===== config.mk =====
export PLATFORM = sky130hd
export DESIGN_NAME = multi_data_source
export DESIGN_NICKNAME = d
export VERILOG_FILES = /design/src/rtl/data_source_pkg.sv /design/src/rtl/ds_buffer.sv /design/src/rtl/multi_data_source.sv
export SDC_FILE = /design/constraint.sdc
export NUM_CORES = 2
export LEC_CHECK = 0
export CORE_AREA = 2 2 425 427
export DETAILED_ROUTE_END_ITERATION = 6
export DIE_AREA = 0 0 427 429
export GPL_TIMING_DRIVEN = 0
export SLEW_MARGIN = 5
export SYNTH_ARGS = -nofsm -noshare
export SYNTH_HDL_FRONTEND = slang
export SYNTH_SLANG_ARGS = --single-unit

===== constraint.sdc =====
create_clock -name clk -period 4.75 [get_ports clk]
set_input_delay 0.95 -clock clk [delete_from_list [all_inputs] [get_ports clk]]
set_output_delay 0.95 -clock clk [all_outputs]
set_load 0.01 [all_outputs]

===== src/rtl/data_source_pkg.sv =====
// Shared definitions for the multi-channel data source.
// FSM state encoding used by multi_data_source.
package data_source_pkg;

    typedef enum logic [1:0] {
        IDLE = 2'd0,
        RUN  = 2'd1,
        DONE = 2'd2
    } ds_state_t;

endpackage


===== src/rtl/ds_buffer.sv =====
// Sample buffer: one write port, one registered read port.
// The read register is cleared by rst; the array itself is not.
module ds_buffer #(
    parameter int WIDTH = 32,
    parameter int AW    = 6
) (
    input  logic             clk,
    input  logic             rst,
    input  logic             wr_en,
    input  logic [AW-1:0]    wr_addr,
    input  logic [WIDTH-1:0] wr_data,
    input  logic             rd_en,
    input  logic [AW-1:0]    rd_addr,
    output logic [WIDTH-1:0] rd_data
);

    logic [WIDTH-1:0] mem [0:(1<<AW)-1];

    // Array write, no reset so contents survive rst.
    always_ff @(posedge clk) begin
        if (wr_en)
            mem[wr_addr] <= wr_data;
    end

    // Read register only updates on rd_en so a stalled word stays put.
    always_ff @(posedge clk) begin
        if (rst)
            rd_data <= '0;
        else if (rd_en)
            rd_data <= mem[rd_addr];
    end

endmodule


===== src/rtl/multi_data_source.sv =====
// Replays a channel-interleaved sample memory N_LOOPS times with pacing.
// Optional DATA_SOURCE_META_EN puts the loop count on out_m.
module multi_data_source
    import data_source_pkg::*;
#(
    parameter int WIDTH        = 32,
    parameter int MWIDTH       = 8,
    parameter int N_CHANNELS   = 4,
    parameter int LOGNCHANNELS = 2,
    parameter int N_DATA       = 16,
    parameter int LOGNDATA     = 4,
    parameter int SENDNTH      = 2,
    parameter int LOGSENDNTH   = 1,
    parameter int N_LOOPS      = 3,
    parameter int LOGNLOOPS    = 2
) (
    input  logic                             clk,
    input  logic                             rst,
    input  logic                             ld_en,
    input  logic [LOGNCHANNELS+LOGNDATA-1:0] ld_addr,
    input  logic [WIDTH-1:0]                 ld_data,
    input  logic                             start,
    input  logic                             out_ready,
    output logic                             out_nd,
    output logic [WIDTH-1:0]                 out_data,
    output logic [LOGNCHANNELS-1:0]          out_ch,
    output logic [MWIDTH-1:0]                out_m,
    output logic                             busy,
    output logic                             done,
    output logic                             error
);

    localparam int AW = LOGNCHANNELS + LOGNDATA;
    localparam int GW = LOGSENDNTH + 1;

    ds_state_t state, state_nxt;

    logic [LOGNDATA-1:0]     idx;
    logic [LOGNCHANNELS-1:0] ch;
    logic [LOGNLOOPS-1:0]    loop_cnt;
    logic                    last_fetched;
    logic [GW-1:0]           gap;

    logic fire, finish, accept, gap_ok;
    logic ch_last, idx_last, loop_last;

    assign accept    = out_nd && out_ready;
    assign gap_ok    = gap >= GW'(SENDNTH - 1);
    assign ch_last   = ch == LOGNCHANNELS'(N_CHANNELS - 1);
    assign idx_last  = idx == LOGNDATA'(N_DATA - 1);
    assign loop_last = loop_cnt == LOGNLOOPS'(N_LOOPS - 1);
    assign busy      = state == RUN;

    // State register.
    always_ff @(posedge clk) begin
        if (rst)
            state <= IDLE;
        else
            state <= state_nxt;
    end

    // Next state plus fetch/finish strobes. A fetch reads the buffer and
    // presents the word on the following cycle, so start itself fetches.
    always_comb begin
        state_nxt = state;
        fire      = 1'b0;
        finish    = 1'b0;
        unique case (state)
            IDLE, DONE: begin
                if (start) begin
                    state_nxt = RUN;
                    fire      = 1'b1;
                end
            end
            RUN: begin
                if (accept && last_fetched) begin
                    state_nxt = DONE;
                    finish    = 1'b1;
                end else if (!last_fetched) begin
                    if (out_nd)
                        fire = accept && (SENDNTH == 1);
                    else
                        fire = gap_ok;
                end
            end
            default: state_nxt = IDLE;
        endcase
    end

    // Position of the next word to fetch; wraps to zero after the last.
    always_ff @(posedge clk) begin
        if (rst) begin
            idx          <= '0;
            ch           <= '0;
            loop_cnt     <= '0;
            last_fetched <= 1'b0;
        end else if (fire) begin
            ch <= ch_last ? '0 : ch + 1'b1;
            if (ch_last) begin
                idx <= idx_last ? '0 : idx + 1'b1;
                if (idx_last)
                    loop_cnt <= loop_last ? '0 : loop_cnt + 1'b1;
            end
            last_fetched <= ch_last && idx_last && loop_last;
        end else if (finish) begin
            last_fetched <= 1'b0;
        end
    end

    // Output valid, channel tag and cycles-since-acceptance pacing count.
    always_ff @(posedge clk) begin
        if (rst) begin
            out_nd <= 1'b0;
            out_ch <= '0;
            gap    <= '0;
        end else begin
            if (fire) begin
                out_nd <= 1'b1;
                out_ch <= ch;
            end else if (accept) begin
                out_nd <= 1'b0;
            end
            if (accept)
                gap <= GW'(1);
            else if (gap < GW'(SENDNTH))
                gap <= gap + 1'b1;
        end
    end

`ifdef DATA_SOURCE_META_EN
    // Loop number of the word being presented.
    always_ff @(posedge clk) begin
        if (rst)
            out_m <= '0;
        else if (fire)
            out_m <= MWIDTH'(loop_cnt);
    end
`else
    assign out_m = '0;
`endif

    // Sticky error on writes or start while running; one-cycle done.
    always_ff @(posedge clk) begin
        if (rst) begin
            error <= 1'b0;
            done  <= 1'b0;
        end else begin
            if ((state == RUN) && (ld_en || start))
                error <= 1'b1;
            done <= finish;
        end
    end

    ds_buffer #(
        .WIDTH (WIDTH),
        .AW    (AW)
    ) u_buf (
        .clk     (clk),
        .rst     (rst),
        .wr_en   (ld_en && (state != RUN)),
        .wr_addr (ld_addr),
        .wr_data (ld_data),
        .rd_en   (fire),
        .rd_addr ({ch, idx}),
        .rd_data (out_data)
    );

endmodule


Word level (Yosys, flattened, before mapping)
Memories as Yosys holds them, arrays and structs flattened. A register that Yosys moved wholly into a read port is not among the register bits.
Index checks and enable logic that the tools add are counted.
- word-level logic and storage cells: 63
- output and inout port bits: 46
- memories kept: 1
- register bits: 18
- input port bits: 43
- bits in writable memories: 2048
- memory list (memory ; words ; width ; read ports ; clocked after memory_dff ; wr ports ; RTL line ; text):
    u_buf.mem ; 64 ; 32 ; 1 ; 1 ; 1 ; ds_buffer.sv:17 ; logic [WIDTH-1:0] mem [0:(1<<AW)-1];
- reductions and logical operators: 16
- $add $sub $neg: 4
- $lt $le $gt $ge: 2
- equal/unequal tests: 8
- multiplexer cells: 21
- operator list (kind ; count):
    $mux W1 ; 14
    $mux W2 ; 4
    $add A2 B1 Y2 const B ; 3
    $eq A2 B2 Y1 const B ; 3
    $logic_and A1 B1 Y1 ; 6
    $reduce_bool A2 Y1 ; 3
    $add A4 B1 Y4 const B ; 1
    $eq A4 B4 Y1 const B ; 1
    $mux W4 ; 1
    $ne A2 B1 Y1 const B ; 2
    $pmux W2 S2 ; 1
    $reduce_and A2 Y1 ; 2
    $reduce_or A2 Y1 ; 2
    $reduce_and A3 Y1 ; 1
    $eq A2 B1 Y1 const B ; 1
    $ge A2 B1 Y1 const B ; 1
    $logic_not A2 Y1 ; 1
    $lt A2 B2 Y1 const B ; 1
    $ne A2 B2 Y1 const B ; 1
    $pmux W1 S2 ; 1
    $logic_or A1 B1 Y1 ; 1

Depth between registers and ports, before layout
- depth after elaboration: 6
- depth in mapped cells: 11
- gate-level depth less buffers: 8

By module
From an unflattened synthesis, not the netlist that was laid out.
- cell total of the unflattened synthesis: 3807
- area, all modules: 80472.2 sq um
- modules (own cells, without submodules) (module ; seq. area each (sq um) ; cells an instance ; area each (sq um) ; times used):
    ds_buffer ; 62139.6 ; 3710 ; 79590.1 ; 1
    multi_data_source ; 360.3 ; 97 ; 882.1 ; 1

Worst setup path before layout
OpenSTA, ideal clock, no wires.
- path kind: input to register
- start point: input ld_addr[5]
- end point: memory u_buf.mem[35][0], enable pin
- cell stages on the path: 4
- slack: 1171 ps
- required time: 4329 ps
- library setup time: 421 ps
- data arrival time: 3158 ps
- path buffers: 2
- cell sequence: clkbuf_1 or3b_2 clkbuf_1 nor2_1
- RTL lines (item ; RTL line ; text):
    start: declaration ; multi_data_source.sv:20 ; input logic [LOGNCHANNELS+LOGNDATA-1:0] ld_addr,
    end: declaration ; ds_buffer.sv:17 ;
Straight into the memory's write port.

Worst setup path in the final report
- start point: input start
- end point: register u_buf.rd_data[19], read port of u_buf.mem
- cells in the longest elaborated chain, start to end: 2
- RTL lines (item ; RTL line ; text):
    start: declaration ; multi_data_source.sv:22 ; input logic start,
    $mux W1 ; multi_data_source.sv:70 ; if (start) begin
    $pmux W1 S2 ; multi_data_source.sv:68 ; unique case (state)
    end: declaration ; ds_buffer.sv:14 ; output logic [WIDTH-1:0] rd_data
No other way between the ends.
A chain may end at the register's enable or synchronous reset.

==> results.toml <==
[sta]
drv_slew = 5
setup_viol = 0
slew-limit-headroom = -0.0731
worstMarginPinSlew_ps = 1600
hold_viol = 0
finalClockSkew_ps = 56.5
min_period_ps = 4400
fmax_ghz = 0.227
rsz0062_at_grt = "no"
timing.final.crit_share = 0.927

[floorplan]
io_pins = 89
start_util = 0.450
rows = 155
die_y_um = 429
dieArea_mm2 = 0.183
core-area_mm2 = 0.178
die-width_um = 427

[place]
postPlaceCellArea_mm2 = 0.0867
hpwl_mm = 166
port_buffers = 77
place_congestion = 0.852

[logic_synthesis]
avgSynthCellArea_um2 = 22.2
synth_warnings = 0
synth_edf_count = 2048
ys_seq_area_frac = 0.780
syn_area_mm2 = 0.0801
async_flop_share = 0
ys_types = 54
synth_flop_cell = "edfxtp_1"
synth_seq_cells = 2098
postSynthCellCount = 3607

[final_layout]
final_cell_area_mm2 = 0.0933
fill_cells = 13700
final_util = 0.524
drive_above_1_share = 0.277
areaGrowthSynthToFinish_pct = 16.5
layout.nets = 4059

[worst_setup_path]
worstPathArrival_ps = 5130
worstSetupEndpointType = "flop"
ff2ff_path_depth = 9
r2r_setup_slack_ps = 400
r2r-end = "u_buf.rd_data[19]"
cp-start-kind = "primary input"
r2r-start = "gap[1]"
worstSetupEndpoint = "u_buf.rd_data[19]"
cp_max_fo = 10
required_ps = 5480
crit_type = "primary input to flop"
worstSetupStartpoint = "start"

[detailed_routing]
drc_errors = 0
vias = 41000
vias_per_cell = 6.26
drt_first_pass_iters = 6
drt-wirelength-per-cell_um = 37.0
routed_wl_mm = 242
drt_iter0_drc = 6086
ant_nets = 0

[outcome]
status = "complete, but fails checks"
violations = "capacitance limit, slew limit"

[power]
ir_drop_v = 0.000429
total_leakage_power_uw = 0.0281
pwr_density_cell_mw_per_mm2 = 407

[global_routing]
grt_pass1_vias = 40300
grt_max_degree = 61
antenna_found_initial = 7
grt_usage = 0.264
grt-ovfl-total = 0
grt_pass1_wl_mm = 329

[job]
cap_violations = 1

[clock_network]
cts_setup_buffers = 0
hold_buffers = 0
clockBufferDepth = 3
cts.repair.resized = 0
clock-root-buffer = "clkbuf_16"
cts.sinks = 2098
numCtsBuffers = 205
worstSkewPairLatency_ps = 860
htreeDepth = 4
cts_tree = "yes"
clkSlewWorstSetupHoldPaths_ps = 60

[hold_path]
hp-class = "primary input to flop"
min_path_cells = 1
[area by class of cell]
| class | instances | area [µm²] | share of cell area |
|---|---|---|---|
| inverters | 5 | 18.8 | 0.000201 |
| plain buffers | 209 | 1380 | 0.0148 |
| multi-input cells | 1302 | 16700 | 0.179 |
| clock buffers | 259 | 5440 | 0.0583 |
| repair buffers | 192 | 3080 | 0.0330 |
| clock inverters | 122 | 1230 | 0.0132 |
| flip-flops and latches | 2098 | 62500 | 0.670 |
| well taps | 2355 | 2950 | 0.0316 |
| diodes | 8 | 20.0 | 0.000214 |
[placed cells by master, fill, tap and decap left out, types with 47 or more instances in the layout]
master	instances
edfxtp_1	2048
mux4_2	452
clkbuf_16	206
mux2i_1	153
clkbuf_1	102
a22oi_1	99
buf_12	97
buf_2	93
nor2_4	64
nor2_1	61
o22ai_1	52
dfxtp_1	50
nand2_1	48
buf_4	47
[power by group]
group / internal (µW) / switching [µW]
Sequential: 20400 / 107
Combinational: 386 / 865
Clock: 9170 / 7080
[cell usage after synthesis (all sizes together) (8+ instances only)]
| library cell | count | area (µm²) |
|---|---|---|
| a221oi | 45 | 394 |
| dfxtp | 50 | 1000 |
| nand3 | 33 | 165 |
| a21oi | 36 | 184 |
| clkbuf | 59 | 221 |
| mux4 | 454 | 10200 |
| a211oi | 26 | 195 |
| a31oi | 12 | 75.1 |
| and4 | 10 | 87.6 |
| nand3b | 8 | 60.1 |
| o211ai | 9 | 67.6 |
| nand2b | 11 | 68.8 |
| and3 | 9 | 56.3 |
| nand2 | 48 | 180 |
| nor2b | 8 | 50.1 |
| nor3 | 13 | 70.1 |
| mux2i | 153 | 1530 |
| o22ai | 52 | 325 |
| a211o | 13 | 114 |
| mux2 | 44 | 495 |
| edfxtp | 2048 | 61500 |
| buf | 150 | 1160 |
| o21ai | 26 | 130 |
| nor2 | 125 | 469 |
| a22oi | 99 | 743 |
[flip-flops by register name, summed over array words and instances (netlist names)]
name / cells
u_buf.mem: 2048
gap: 2
idx: 4
out_nd: 1
u_buf.rd_data: 32
out_ch: 2
state: 2
done: 1
ch: 2
loop_cnt: 2
last_fetched: 1
error: 1
[through the flow]
stage / hold slack [ps] / total power [µW] / setup slack [ps] / TNS, ps / instances
floorplan: 470 / 21300 / 1170 / 0 / 3614
global placement: 444 / 22100 / -2240 / -3574630 / 6046
detailed placement: 443 / 22200 / -278 / -1410 / 6161
CTS: 363 / 38200 / 593 / 0 / 6542
global route: 379 / 39000 / 511 / 0 / 6543
finish: 404 / 38000 / 346 / 0 / 6550
[kinds of logic (layout without fill, tap and decap cells)]
kind of cell | after synthesis | count (layout) | synth area share
and+or+nand+nor | 290 | 290 | 0.0174
buffers and inverters | 214 | 787 | 0.0175
DFF | 2098 | 2098 | 0.780
AOI/OAI and AO/OA | 346 | 346 | 0.0309
adders and majority gates | 3 | 3 | 0.000469
other | 1 | 16 | 0.0000468
muxes | 651 | 651 | 0.153
xor gates and xnor gates | 4 | 4 | 0.000437
[how the worst min path moves through the flow]
stage | start | end
finish | ld_data[17] | u_buf.mem[60][17]
global route | ld_data[17] | u_buf.mem[60][17]
CTS | ld_data[17] | u_buf.mem[60][17]
detailed placement | error | error
global placement | error | error
floorplan | error | error
[worst max-delay path, cell delays in order]
cell and delay [ps]:
clkdlybuf4s50_1 490, nor2b_1 540, a21oi_2 170, buf_2 270, nor2_1 830, clkbuf_1 970
o211ai_1 520, and3_1 360
[routing by layer]
layer / share of wire / up-vias / routed length, µm / track usage
met2: 0.47 / 2417 / 113000 / 0.408
met4: 0.042 / 2 / 10300 / 0.102
met3: 0.10 / 404 / 24300 / 0.0629
met1: 0.39 / 22000 / 94300 / 0.365
met5: 0.00075 / - / 183 / 0
li1: - / 16200 / - / -
Power figures use the tool's default switching activity.
